===== config.mk =====
export PLATFORM = sky130hd
export DESIGN_NAME = pulse_train_gen_flat
export DESIGN_NICKNAME = d
export VERILOG_FILES = /design/src/rtl/pulse_train_gen_if.sv /design/src/rtl/pulse_train_gen.sv /design/src/flat_wrapper.sv
export SDC_FILE = /design/constraint.sdc
export NUM_CORES = 1
export LEC_CHECK = 0
export CAP_MARGIN = 20
export CELL_PAD_IN_SITES_DETAIL_PLACEMENT = 0
export CELL_PAD_IN_SITES_GLOBAL_PLACEMENT = 2
export CORE_AREA = 4 4 152 191
export CTS_BUF_LIST = sky130_fd_sc_hd__clkbuf_8
export DETAILED_ROUTE_END_ITERATION = 6
export DIE_AREA = 0 0 156 195
export PLACE_DENSITY_LB_ADDON = 0.1
export SKIP_CTS_REPAIR_TIMING = 1
export SYNTH_ARGS = -nofsm -noshare
export SYNTH_HDL_FRONTEND = slang
export SYNTH_SLANG_ARGS = --single-unit

===== constraint.sdc =====
create_clock -name clk -period 6.5 [get_ports clk]
set_input_delay 0.65 -clock clk [delete_from_list [all_inputs] [get_ports clk]]
set_output_delay 0.65 -clock clk [all_outputs]
set_load 0.01 [all_outputs]

===== src/rtl/pulse_train_gen_if.sv =====
// Config, trigger/stop and pulse/busy/done bundle for pulse_train_gen.
// Latency: none, this is plain wiring.
// Backpressure: none; the generator always accepts config writes and drops triggers while busy.
interface pulse_train_gen_if #(
  parameter int CHANNELS = 4,
  parameter int CNT_W    = 8,
  parameter int CH_W     = 2
) ();

  // Config write port: one channel per strobe
  logic                cfg_we;
  logic [CH_W-1:0]     cfg_ch;
  logic [CNT_W-1:0]    cfg_width;
  logic [CNT_W-1:0]    cfg_period;
  logic                cfg_mode;

  // Per-channel control
  logic [CHANNELS-1:0] trigger;
  logic [CHANNELS-1:0] stop;

  // Per-channel registered status
  logic [CHANNELS-1:0] pulse;
  logic [CHANNELS-1:0] busy;
  logic [CHANNELS-1:0] done;

  // Stimulus side: drives config and control, observes outputs
  modport master (
    output cfg_we, cfg_ch, cfg_width, cfg_period, cfg_mode,
    output trigger, stop,
    input  pulse, busy, done
  );

  // Generator side
  modport slave (
    input  cfg_we, cfg_ch, cfg_width, cfg_period, cfg_mode,
    input  trigger, stop,
    output pulse, busy, done
  );

endinterface


===== src/rtl/pulse_train_gen.sv =====
// Multi-channel one-shot / periodic pulse generator with programmable high time and period.
// Latency: trigger sampled at edge N gives pulse/busy high from edge N+1; stop at S clears them at S+1.
// Backpressure: none; a trigger while busy is dropped, config writes are always accepted.
module pulse_train_gen #(
  parameter int CHANNELS = 4,
  parameter int CNT_W    = 8,
  parameter int CH_W     = 2
) (
  input  logic          clk,
  input  logic          reset,
  pulse_train_gen_if.slave bus
);

  typedef enum logic [1:0] {
    IDLE = 2'd0,
    HIGH = 2'd1,
    LOW  = 2'd2
  } state_t;

  // One channel's programmable settings; used both for the config and the active copy
  typedef struct packed {
    logic [CNT_W-1:0] width;
    logic [CNT_W-1:0] period;
    logic             mode;   // 0 = one-shot, 1 = periodic
  } cfg_t;

  localparam cfg_t CFG_RST = '{width: CNT_W'(1), period: CNT_W'(2), mode: 1'b0};

  // Incoming config word, shared by all channels
  cfg_t cfg_in;
  assign cfg_in.width  = bus.cfg_width;
  assign cfg_in.period = bus.cfg_period;
  assign cfg_in.mode   = bus.cfg_mode;

  for (genvar i = 0; i < CHANNELS; i++) begin : g_ch

    cfg_t             cfg_q;       // last written settings
    cfg_t             act_q;       // settings governing the current period
    cfg_t             act_d;
    state_t           state_q;
    state_t           state_d;
    logic [CNT_W-1:0] cnt_q;
    logic [CNT_W-1:0] cnt_d;
    logic             done_evt_q;  // one-shot just finished; feeds the done register
    logic             done_evt_d;
    logic             pulse_q;
    logic             busy_q;
    logic             done_q;
    logic             cfg_hit;
    logic             trig;
    logic             stp;
    logic [CNT_W-1:0] low_cnt;

    // Channel selects beyond CHANNELS match no generate index, so they are dropped here
    assign cfg_hit = bus.cfg_we && (int'(bus.cfg_ch) == i);
    assign trig    = bus.trigger[i];
    assign stp     = bus.stop[i];

    // LOW phase reload value: P-W-1 when P > W, otherwise a single low cycle
    assign low_cnt = (act_q.period > act_q.width)
                   ? (act_q.period - act_q.width - CNT_W'(1))
                   : '0;

    // Config register: writes land immediately but only reach the active set at a trigger or period boundary
    always_ff @(posedge clk) begin
      if (reset) begin
        cfg_q <= CFG_RST;
      end else if (cfg_hit) begin
        cfg_q <= cfg_in;
      end
    end

    // Next-state, counter and active-set update
    always_comb begin
      state_d    = state_q;
      cnt_d      = cnt_q;
      act_d      = act_q;
      done_evt_d = 1'b0;
      unique case (state_q)
        IDLE: begin
          // stop beats a simultaneous trigger; a zero width is not a pulse
          if (trig && !stp && (cfg_q.width != '0)) begin
            state_d = HIGH;
            act_d   = cfg_q;
            cnt_d   = cfg_q.width - CNT_W'(1);
          end
        end
        HIGH: begin
          if (stp) begin
            state_d = IDLE;
            cnt_d   = '0;
          end else if (cnt_q == '0) begin
            if (act_q.mode) begin
              state_d = LOW;
              cnt_d   = low_cnt;
            end else begin
              state_d    = IDLE;
              done_evt_d = 1'b1;
            end
          end else begin
            cnt_d = cnt_q - CNT_W'(1);
          end
        end
        LOW: begin
          if (stp) begin
            state_d = IDLE;
            cnt_d   = '0;
          end else if (cnt_q == '0) begin
            // Period boundary: pick up any new config. A width rewritten to zero ends the train.
            if (cfg_q.width != '0) begin
              state_d = HIGH;
              act_d   = cfg_q;
              cnt_d   = cfg_q.width - CNT_W'(1);
            end else begin
              state_d = IDLE;
            end
          end else begin
            cnt_d = cnt_q - CNT_W'(1);
          end
        end
        default: begin
          state_d = IDLE;
          cnt_d   = '0;
        end
      endcase
    end

    // FSM state, counter and active-set registers
    always_ff @(posedge clk) begin
      if (reset) begin
        state_q    <= IDLE;
        cnt_q      <= '0;
        act_q      <= CFG_RST;
        done_evt_q <= 1'b0;
      end else begin
        state_q    <= state_d;
        cnt_q      <= cnt_d;
        act_q      <= act_d;
        done_evt_q <= done_evt_d;
      end
    end

    // Output registers: decoded from the current state so nothing reaches the pins combinationally
    always_ff @(posedge clk) begin
      if (reset) begin
        pulse_q <= 1'b0;
        busy_q  <= 1'b0;
        done_q  <= 1'b0;
      end else begin
        pulse_q <= (state_q == HIGH);
        busy_q  <= (state_q != IDLE);
        done_q  <= done_evt_q;
      end
    end

    assign bus.pulse[i] = pulse_q;
    assign bus.busy[i]  = busy_q;
    assign bus.done[i]  = done_q;

  end

endmodule


===== src/flat_wrapper.sv =====
// flat-port wrapper written by rule: the top's interface ports become plain ports
module pulse_train_gen_flat 
#(
  parameter int CHANNELS = 4,
  parameter int CNT_W    = 8,
  parameter int CH_W     = 2
)
  (clk, reset, bus_cfg_we, bus_cfg_ch, bus_cfg_width, bus_cfg_period, bus_cfg_mode, bus_trigger, bus_stop, bus_pulse, bus_busy, bus_done);
  pulse_train_gen_if #(.CHANNELS(CHANNELS), .CNT_W(CNT_W), .CH_W(CH_W)) bus_i ();
  input  logic clk;
  input  logic reset;
  input wire logic [$bits(bus_i.cfg_we)-1:0] bus_cfg_we;
  input wire logic [$bits(bus_i.cfg_ch)-1:0] bus_cfg_ch;
  input wire logic [$bits(bus_i.cfg_width)-1:0] bus_cfg_width;
  input wire logic [$bits(bus_i.cfg_period)-1:0] bus_cfg_period;
  input wire logic [$bits(bus_i.cfg_mode)-1:0] bus_cfg_mode;
  input wire logic [$bits(bus_i.trigger)-1:0] bus_trigger;
  input wire logic [$bits(bus_i.stop)-1:0] bus_stop;
  output wire logic [$bits(bus_i.pulse)-1:0] bus_pulse;
  output wire logic [$bits(bus_i.busy)-1:0] bus_busy;
  output wire logic [$bits(bus_i.done)-1:0] bus_done;
  assign bus_i.cfg_we = bus_cfg_we;
  assign bus_i.cfg_ch = bus_cfg_ch;
  assign bus_i.cfg_width = bus_cfg_width;
  assign bus_i.cfg_period = bus_cfg_period;
  assign bus_i.cfg_mode = bus_cfg_mode;
  assign bus_i.trigger = bus_trigger;
  assign bus_i.stop = bus_stop;
  assign bus_pulse = bus_i.pulse;
  assign bus_busy = bus_i.busy;
  assign bus_done = bus_i.done;
  pulse_train_gen #(.CHANNELS(CHANNELS), .CNT_W(CNT_W), .CH_W(CH_W)) u_core (.clk(clk), .reset(reset), .bus(bus_i));
endmodule

# --- Yosys cells after proc, flatten, opt, wreduce, memory -nomap -nowiden ---
# Cells that the tools add are included.
op_classes:
  muxes: 92
  n_eq_ne: 43
  order_cmp: 4
  shifts: 0
  n_div: 0
  addsub: 16
  bitwise: 8
  n_mul: 0
  reduce_logical: 53
ops:
  columns: ["operator", "n"]
  rows:
  - ["17-bit 2-to-1 mux", 16]
  - ["8-bit 2-to-1 mux", 32]
  - ["17-bit one-hot mux with 2 select lines", 4]
  - ["8-bit one-hot mux with 3 select lines", 4]
  - ["8-bit by 1-bit subtractor with 8-bit output (second input constant)", 12]
  - ["2-bit 2-to-1 mux", 24]
  - ["8-bit greater-than comparator", 4]
  - ["8-bit zero test", 4]
  - ["4-bit by 3-bit != test with 1-bit output (second input constant)", 8]
  - ["8-bit nonzero test", 4]
  - ["8-bit subtractor", 4]
  - ["2-bit by 1-bit != test with 1-bit output (second input constant)", 12]
  - ["3-bit by 2-bit != test with 1-bit output (second input constant)", 8]
  - ["2-bit one-hot mux with 3 select lines", 4]
  - ["3-bit AND reduction", 8]
  - ["5-bit AND reduction", 4]
  - ["2-bit nonzero test", 8]
  - ["4-bit OR reduction", 4]
  - ["2-bit == test (second input constant)", 6]
  - ["1-bit logical AND", 12]
  - ["2-bit by 1-bit == test with 1-bit output (second input constant)", 5]
  - ["2-bit zero test", 5]
  - ["1-bit 2-to-1 mux", 8]
  - ["2-bit != test (second input constant)", 4]
  - ["2 further kinds", 12]
totals:
  latchBits: 0
  mem_bits_ro: 0
  n_memories: 0
  output_inout_bits: 12
  wordCells: 264
  regBits: 192
  ramBits: 0
  in_bits: 30

# --- Longest topological paths before layout ---
# Gate-level depths: netlist of run 1.
depth:
  depth_word: 7
  depth_mapped: 10
  depth_no_buf: 10

# --- Worst setup path after synthesis of run 1 ---
# OpenSTA, ideal clock, no wires.
synth_timing:
  kind: "input to register"
  from: "input bus_stop[3]"
  to: "register u_core.g_ch[3].act_q[6] (netlist bit)"
  path_stages: 9
  required_ps: 6372
  arrival_ps: 2414
  setup_slack_ps: 3959
  cell_sequence: "clkbuf_1 > or2_2 > clkbuf_1 > a21oi_1 > and2_1 > buf_4 > buf_2 > mux2i_1 > nor2_1"
synth_between:
  elab_chain_cells: 5
synth_lines:
  columns: ["item", "line", "rtl"]
  rows:
  - ["from (decl)", "flat_wrapper.sv:18", "input wire logic [$bits(bus_i.stop)-1:0] bus_stop;"]
  - ["1-bit zero test", "pulse_train_gen.sv:82", "if (trig && !stp && (cfg_q.width != '0)) begin"]
  - ["1-bit logical AND (2 in a row)", "pulse_train_gen.sv:82", null]
  - ["2-bit by 1-bit != test with 1-bit output (no source line)", null, null]
  - ["5-bit AND reduction (no source line) (*)", null, null]
  - ["to (signal assigned)", "pulse_train_gen.sv:138", "act_q <= act_d;"]
  - ["to (decl)", "pulse_train_gen.sv:38", "cfg_t act_q;"]
# Every way passes the cells marked *; elsewhere a longest branch is shown, timed or not.
# A chain may end at the register's enable or synchronous reset.

# --- Final worst setup path of run 1 ---
layout_timing:
  from: "register u_core.g_ch[3].cnt_q[0]"
  to: "register u_core.g_ch[3].act_q[2] (netlist bit)"
layout_between:
  elab_chain_cells: 3
layout_lines:
  columns: ["item", "line", "rtl"]
  rows:
  - ["from (decl)", "pulse_train_gen.sv:42", "logic [CNT_W-1:0] cnt_q;"]
  - ["from (signal assigned)", "pulse_train_gen.sv:137", "cnt_q <= cnt_d;"]
  - ["8-bit zero test", "pulse_train_gen.sv:108", "end else if (cnt_q == '0) begin"]
  - ["2-bit by 1-bit != test with 1-bit output (no source line)", null, null]
  - ["5-bit AND reduction (no source line)", null, null]
# Every way passes these cells.

==> reports/qor.txt, run 1 <==
Layout Nets: 1490
Relative slew margins: 0.2891
GR Util All Layers: 0.2036
Clock Tree Buf Depth: 2
global-route wire length before repair: 50250 um
slack of the worst reg-to-reg path: 3370 ps
master cell of the clock root buffer: clkbuf_8
Tightest Pin Transition: 1062 ps
arrival time of data at the critical path endpoint: 3480 ps
number of synthesized register bits: 192
via density per instance: 5.446
FFs w/ async S/R, synth: 0
design internal power: 1.790 mW
most instantiated flip-flop cell in the synthesis netlist: dfxtp_1
nature of the critical path endpoint: flip-flop
distinct cell type count after synthesis: 76
Routed WL per cell: 17.41 um
vertical die dimension: 195 um
Sink Count: 192
setup TNS: 0 ps
number of placement rows: 68
clock transition time at the flip-flop clock pins of the worst setup and hold paths: 110 ps
Diodes inserted: 0
number of enable flip-flop cells after synthesis: 0
level count of the clock H-tree: 4
top-level port count: 42
number of max-cap violations: 0
global route overflow: 0
starting density of the core: 0.4044
final estimated routing congestion in global placement: 0.7919
nature of the critical path startpoint: flip-flop
Worst Hold Depth: 1
post-route fraction of the period consumed by the critical path: 0.4818
maximum number of pins on one net before global-route repair: 95
Comb power frac: 0.202
growth of design area from synthesis to finish: 8.282%
achievable clock frequency: 319.3 MHz
number of iterations in the first detailed-routing pass: 5
final number of setup-violating endpoints: 0
area enclosed by the die boundary: 30420 um^2
setup repair after global routing missed its margin: no
leak pwr: 4.483 nW
total placed cells including tap cells: 1737
core box area: 27310 um^2
run status: completed
number of CTS-inserted buffers: 17
DR iter-0 viols: 601
vias: 9644
Cell Pwr Density: 221.4 nW/um^2
number of buffers inserted by port buffering: 41
Post-Layout Cell Count: 1771
detailed-route wire length: 30840 um
Die X-Extent: 156 um
number of nets still failing antenna checks after routing: 0
CTS tree: built
via count of the first global-routing pass: 9310
most frequent cells in the layout: 241 x nand2_1, 192 x dfxtp_1, 159 x a21oi_1
number of fill cells: 2848
most common cell after layout, fill and taps aside: nand2_1
initial antenna violation count: 0
Reg-to-Reg Start: u_core.g_ch[3].cnt_q[0]
Avg Inst Size Synth: 7.713 um^2
synth warn: 0
source of the worst hold timing path: u_core.g_ch[0].done_evt_q
area of the mapped netlist: 11040 um^2
data required time at the worst endpoint: 6850 ps
critical path fanouts, max: 19
Hold WC Path Type: flip-flop to flip-flop
Worst IR Drop VDD: 0.1211 mV
DRC viols: 0
clock network power share: 0.320
final hold violations: 0
end of the worst hold path: u_core.g_ch[0].done_q
fraction of layout instances using a drive strength above 1: 0.04293
share of the yosys chip area belonging to registers: 0.3480
max-slew violation count: 0
Syn Inst Count: 1432
Worst Reg-to-Reg Cells: 8
capture instance of the worst register-to-register path: u_core.g_ch[3].act_q[2]
post-synth net total: 1514
Detailed Place HPWL: 22580 um
power spent charging and discharging nets: 0.8577 mW
proportion of power drawn by flip-flops and latches: 0.478
clock skew: 15.44 ps
clock network latency to the later pin of the worst-skew pair: 470 ps
WS Path Type: flip-flop to flip-flop
overall power of the completed layout: 2.648 mW
final worst path period need: 3131 ps
sw frac: 0.3239
## sequential cells by signal (all words and copies together) (netlist names)
signal and flops:
u_core.g_ch.pulse_q 4, u_core.g_ch.done_evt_q 4, u_core.g_ch.busy_q 4, u_core.g_ch.cnt_q 32, u_core.g_ch.done_q 4, u_core.g_ch.cfg_q 68, u_core.g_ch.act_q 68, u_core.g_ch.state_q 8
## cell usage after synthesis (all sizes together), types with 9 or more instances
cell type  number  area [um^2]
nand2         241        904.6
dfxtp         192         3844
a21oi         159        795.8
nor2          123        461.7
inv            86        322.8
clkbuf         69        259.0
o21ai          52        260.2
ha             48        600.6
xnor2          34        297.8
nor3           26        130.1
mux2i          22        220.2
nand3          22        110.1
buf            20        135.1
nor2b          20        125.1
a22o           17        148.9
nor3b          17        127.6
nand2b         16        100.1
nor4           14        130.1
or3            14        87.58
a211o          13        113.9
o21a           13        97.59
xor2           13        113.9
nand3b         12        90.09
o32a           12        120.1
o211ai         11        82.58
nand4          10        62.56
a211oi          9        67.56
and3            9        56.30
## per-stage QoR
stage               cell area [um^2]  utilization  setup WS (ps)  hold slack (ps)
finish                         11960       0.4379           3369            448.8
global route                   11960       0.4379           3051            465.0
CTS                            11940       0.4373           3362            455.5
detailed placement             11530       0.4221           2968            428.3
global placement               11530       0.4221           3063            423.9
floorplan                      11040            -           3959            413.8
## how the worst max path moves through the flow
stage	startpoint	to	slack (ps)	cells after the start
3_5_place_dp	bus_stop[3]	u_core.g_ch[3].act_q[2]	2970	6
4_1_cts	u_core.g_ch[3].cnt_q[0]	u_core.g_ch[3].act_q[2]	3360	8
3_3_place_gp	bus_stop[3]	u_core.g_ch[3].act_q[9]	3060	6
5_1_grt	u_core.g_ch[3].cnt_q[0]	u_core.g_ch[3].act_q[0]	3050	8
2_1_floorplan	bus_stop[3]	u_core.g_ch[3].act_q[6]	3960	9
6_report	u_core.g_ch[3].cnt_q[0]	u_core.g_ch[3].act_q[2]	3370	8
## critical path, stage by stage, from the launching register on
cell and delay (ps):
dfxtp_1 380, inv_1 120, ha_1 200, nor4b_1 340
nand3_1 150, a21oi_1 640, and2_1 810, nor2_1 80
a211o_1 290
## power by group through the flow
| stage | Combinational [mW] | Sequential, mW | Clock [mW] |
|---|---|---|---|
| global route | 0.596 | 1.27 | 0.928 |
| global placement | 0.533 | 1.29 | 0 |
| CTS | 0.534 | 1.27 | 0.881 |
| finish | 0.535 | 1.27 | 0.848 |
| detailed placement | 0.531 | 1.29 | 0 |
| floorplan | 0.403 | 1.27 | 0 |
## metal layers
layer,vias to the layer above,share of wire,global-route usage
met5,-,0,0
met4,0,0.020,0.05676
met3,31,0.027,0.02882
met2,150,0.48,0.3393
met1,4495,0.47,0.2748
li1,4968,-,-
## cells by family (layout without fill, tap and decap cells)
logic type	Yosys count	after routing	share of synthesized area
AO/OA/AOI/OAI	383	383	0.2265
XOR/XNOR	47	47	0.03727
adder cells (fa/ha/maj)	52	52	0.06163
buffers and inverters	175	164	0.06491
flip-flops	192	192	0.3480
multiplexers	23	23	0.02096
AND/OR/NAND/NOR	560	560	0.2407
## layout make-up
| class | instances | area (um^2) | area share |
|---|---|---|---|
| Timing Repair Buffer | 46 | 449.2 | 0.03756 |
| Sequential cell | 192 | 3844 | 0.3214 |
| Clock inverter | 14 | 168.9 | 0.01412 |
| Tap cell | 350 | 437.9 | 0.03662 |
| Multi-Input combinational cell | 1065 | 6489 | 0.5426 |
| Clock buffer | 18 | 247.7 | 0.02072 |
| Inverter | 86 | 322.8 | 0.02699 |
(Power assumes the default switching activity.)
==> run 2, diff against run 1 <==
Settings changed: CORE_AREA 4 4 152 191 to 4 4 158 198, DIE_AREA 0 0 156 195 to 0 0 162 202.
Clock period 6.5 ns to 3.3 ns, I/O delays scaled along.
==> reports/qor.txt, run 2 (synthesis gave the netlist of run 1 again) <==
run status: completed
count of buffering cells on the critical path with inverters included: 2
cell type of the slowest stage on the worst timing path: nor3b_1
final design area excluding fillers: 12150 um^2
setup repair after global routing missed its margin: no
Critical Path, Cell by Cell: inv_1 > ha_1 > nor3b_1 > nand2_1 > buf_4 > or3_1 > and3b_1 > nor4b_1 > a211o_1
stage delay of the slowest cell on the critical path: 440 ps
Final Util: 0.4152
clock transition time at the flip-flop clock pins of the worst setup and hold paths: 100 ps
post-route fraction of the period consumed by the critical path: 0.8065
total placed cells including tap cells: 1804
met2 track demand over resource: 0.3224
final worst path period need: 2661 ps
Clock Tree Buf Depth: 2
Sink Count: 192
Cell Pwr Density: 427.2 nW/um^2
Post-DP Area: 11740 um^2
registers with the most flip-flops: u_core.g_ch.act_q (68), u_core.g_ch.cfg_q (68), u_core.g_ch.cnt_q (32)
sw frac: 0.3182
Worst Hold Depth: 2
WS Path Type: flip-flop to flip-flop
number of fill cells: 3135
top-level port count: 42
power spent charging and discharging nets: 1.651 mW
leak pwr: 4.564 nW
final hold violations: 0
Diodes inserted: 0
Detailed Place HPWL: 23410 um
vias: 9710
Tightest Pin Transition: 679.6 ps
vertical die dimension: 202 um
proportion of power drawn by flip-flops and latches: 0.479
Layout Nets: 1509
core box area: 29250 um^2
maximum number of pins on one net before global-route repair: 75
Routed WL per cell: 17.06 um
DRC viols: 0
met1 track demand over resource: 0.2576
setup ws final: 638.7 ps
critical path fanouts, max: 12
overall power of the completed layout: 5.189 mW
master cell of the clock root buffer: clkbuf_8
area enclosed by the die boundary: 32720 um^2
setup TNS: 0 ps
data required time at the worst endpoint: 3670 ps
DR iter-0 viols: 624
met3 usage in global routing: 0.02611
clock network power share: 0.310
Worst Reg-to-Reg Cells: 9
Worst IR Drop VDD: 0.2157 mV
starting density of the core: 0.3775
CTS tree: built
nature of the critical path startpoint: flip-flop
number of buffers inserted by port buffering: 41
final estimated routing congestion in global placement: 0.8442
via count of the first global-routing pass: 9407
Hold WC Path Type: input pin to flip-flop
growth of design area from synthesis to finish: 9.969%
global route overflow: 0
most crowded layer after global routing: met2
nature of the critical path endpoint: flip-flop
most frequent cells in the layout: 241 x nand2_1, 192 x dfxtp_1, 159 x a21oi_1
Relative slew margins: 0.5430
design internal power: 3.538 mW
max-slew violation count: 0
detailed-route wire length: 31330 um
clock network latency to the later pin of the worst-skew pair: 470 ps
number of max-cap violations: 0
crit-path leading delay family: simple AND/OR/NAND/NOR gates
number of iterations in the first detailed-routing pass: 5
clock skew: 16.25 ps
number of nets still failing antenna checks after routing: 0
global-route wire length before repair: 51140 um
achievable clock frequency: 375.8 MHz
final number of setup-violating endpoints: 0
Comb power frac: 0.210
level count of the clock H-tree: 4
most common cell after layout, fill and taps aside: nand2_1
Levels on crit path: 9
Die X-Extent: 162 um
via density per instance: 5.289
slack of the worst reg-to-reg path: 640 ps
arrival time of data at the critical path endpoint: 3030 ps
number of placement rows: 70
number of CTS-inserted buffers: 17
fraction of layout instances using a drive strength above 1: 0.05556
pre-CTS setup slack: 668.4 ps
GR Util All Layers: 0.1919
Hold Worst Slack: 318.7 ps
Post-Layout Cell Count: 1836
initial antenna violation count: 0
## run 2: cell types whose count changed in the layout (fill, tap and decap cells not counted)
| cell | change |
|---|---|
| clkinv_4 | -2 |
| buf_4 | +19 |
| inv_6 | -2 |
| inv_8 | -1 |
| clkinv_2 | +2 |
| clkinvlp_4 | +3 |
## run 2: power groups by stage
stage	Clock [mW]	Sequential, mW	Combinational (mW)
2_1_floorplan	0	2.50	0.794
3_3_place_gp	0	2.54	1.10
3_5_place_dp	0	2.54	1.09
4_1_cts	1.67	2.49	1.10
5_1_grt	1.75	2.50	1.21
6_report	1.61	2.49	1.09
## run 2: worst paths after layout
| path | start | to |
|---|---|---|
| max | u_core.g_ch[2].cnt_q[0] | u_core.g_ch[2].cnt_q[7] |
| max reg2reg | u_core.g_ch[2].cnt_q[0] | u_core.g_ch[2].cnt_q[7] |
| min reg2reg | u_core.g_ch[2].done_evt_q | u_core.g_ch[2].done_q |
| min | reset | u_core.g_ch[2].pulse_q |
## run 2: layout make-up
type	count	area (um^2)	area share
sequential	192	3844	0.3165
timing repair buffer	65	591.8	0.04873
clock inverter	14	155.1	0.01277
multi-input combinational	1065	6489	0.5343
clock buffer	18	247.7	0.02040
inverter	86	322.8	0.02658
tap	396	495.5	0.04080
## run 2: per-layer routing
layer | part of all wire | vias to the layer above
met5 | 0 | -
met4 | 0.021 | 0
met3 | 0.023 | 38
met2 | 0.49 | 136
met1 | 0.47 | 4535
li1 | - | 5001
==> RTL edit: new RTL, settings of run 2 <==
Re-encode `state_t` (3 states) as one-hot, 3 bits wide.
--- a/src/rtl/pulse_train_gen.sv
+++ b/src/rtl/pulse_train_gen.sv
@@ -11,10 +11,10 @@
   pulse_train_gen_if.slave bus
 );
 
-  typedef enum logic [1:0] {
-    IDLE = 2'd0,
-    HIGH = 2'd1,
-    LOW  = 2'd2
+  typedef enum logic [2:0] {
+    IDLE = 3'b001,
+    HIGH = 3'b010,
+    LOW  = 3'b100
   } state_t;
 
   // One channel's programmable settings; used both for the config and the active copy
Formal check against the unedited RTL: same outputs for any inputs over 4 cycles, from zero or initial values and one cycle with reset high; so few cycles prove little.
==> RTL edit against run 2 <==
Routed wire length shrank 8.0%; sequential cell count rose by 4; fmax fell by 0.50%; design area is 2.6% lower; setup slack got worse by 13 ps; area after synthesis shrank 2.4%; count of clock-buffer cells in the layout down 1; non-clock buffer count shrank 7; critical path type unchanged; critical endpoint is now u_core.g_ch[0].cnt_q[4]; highest routed layer unchanged.
Power is not compared: it rests on default switching activity, and its combinational part moved more than twofold at a synthesized area within 25%.
==> RTL edit: results (changes against run 2) <==
The flow ran to the end, and the final reports show no timing, DRC or antenna violations. The data arrival time of the critical path is 3050 ps (+20 ps). The detailed router's first-iteration violation count is 498 (-20%).

The number of cells in the design after placement is 1719 (-4.7%). The via count of the first global-routing pass is 8709 (-7.4%). The worst setup skew after layout is 16.7 ps (+0.418 ps). The routed wirelength normalized by instance count came out at 16.5 um (-3.5%). The fraction of the yosys area taken by sequential cells is 36.4% (+1.6 points).

The worst register-to-register path ends at u_core.g_ch[0].cnt_q[4]. The pre-CTS worst setup slack is 374 ps (-294 ps). The launch point of the worst path is u_core.g_ch[0].state_q[1].

The detailed-route wire length came out at 28800 um (-8.0%). The half-perimeter wire length of the detailed placement result is 20900 um (-11%). The routed length on met2 is 13800 um (-9.2%).

The via count was 8988 (-7.4%). Yosys attributes the largest share of cell area to sky130_fd_sc_hd__dfxtp_1 (36%), sky130_fd_sc_hd__a21oi_1 (6.8%), sky130_fd_sc_hd__nand2_1 (6.8%). The average footprint of a synthesized cell came to 8.07 um^2 (+4.6%).

The fill cell total of the finished layout was 3109 (-0.83%). The total number of nets in the final design came out at 1423 (-5.7%). The met1 routing resource usage after global routing came out at 23.3% (-2.4 points). The transition time at the pin with the least slew margin is 939 ps (+259 ps). The instance area at placement is 11500 um^2 (-2.4%).

The met3 wire length is 675 um (-5.1%). The ratio of cells with drive above 1 in the final layout came out at 5.69% (+0.13 points). The wire length of the first global-routing pass came out at 46900 um (-8.3%).
==> RTL edit: cell count changes in the layout (fill, tap and decap cells not counted), moves of 11 or more <==
cell                        before  now
sky130_fd_sc_hd__nand2_1       241  194
sky130_fd_sc_hd__mux2i_1        22   55
sky130_fd_sc_hd__o22ai_1         7   26
sky130_fd_sc_hd__o2bb2ai_1       4   22
sky130_fd_sc_hd__a22o_1         17    1
sky130_fd_sc_hd__a21oi_1       159  147
sky130_fd_sc_hd__o32a_1         12    1
sky130_fd_sc_hd__xor2_1         13   24
==> RTL edit: cell type report <==
class                           count  share of cell area (%)
Timing Repair Buffer               58                    4.63
Multi-Input combinational cell    983                    52.2
Clock inverter                     14                    1.13
Clock buffer                       17                    1.98
Inverter                           86                    2.73
Sequential cell                   196                    33.2
Tap cell                          396                    4.19
==> RTL edit: power by group <==
part	internal (W)	switching (W)	total, W
Sequential	0.00256	0.000227	0.00279
Clock	0.000559	0.000984	0.00154
Combinational	0.00112	0.00157	0.00269
Total	0.00425	0.00278	0.00703
==> RTL edit: critical path: stages, from the launching register on <==
cell and delay [ps]:
sky130_fd_sc_hd__dfxtp_1 570, sky130_fd_sc_hd__nor4b_1 800, sky130_fd_sc_hd__o21ai_0 200, sky130_fd_sc_hd__a21oi_1 350
sky130_fd_sc_hd__nand3b_1 290, sky130_fd_sc_hd__o311ai_0 360
==> RTL edit: logic make-up (layout without fill, tap and decap cells) <==
kind of cell / count (synthesis) / count (layout) / synth area share (%)
and+or+nand+nor: 477 / 477 / 21.6
AOI/OAI and AO/OA: 344 / 344 / 19.6
DFF: 196 / 196 / 36.4
buffers and inverters: 157 / 175 / 6.50
xor gates and xnor gates: 56 / 56 / 4.55
muxes: 55 / 55 / 5.11
adders and majority gates: 51 / 51 / 6.20
==> RTL edit: worst min path at each step <==
stage	from	to	depth (start not counted)
6_report	reset	u_core.g_ch[0].busy_q	2
5_1_grt	reset	u_core.g_ch[3].act_q[3]	2
4_1_cts	reset	u_core.g_ch[0].busy_q	2
3_5_place_dp	u_core.g_ch[0].done_evt_q	u_core.g_ch[0].done_q	1
3_3_place_gp	u_core.g_ch[0].done_evt_q	u_core.g_ch[0].done_q	1
2_1_floorplan	u_core.g_ch[0].done_evt_q	u_core.g_ch[0].done_q	1
==> RTL edit: stage by stage <==
stage / utilization [%] / total power [W] / hold WS (ps)
after global routing: 40.4 / 0.00752 / 330
after detailed placement: 39.2 / 0.00555 / 426
after global placement: 39.2 / 0.00558 / 416
final: 40.4 / 0.00703 / 333
after floorplan: - / 0.00491 / 414
after CTS: 40.4 / 0.00713 / 304
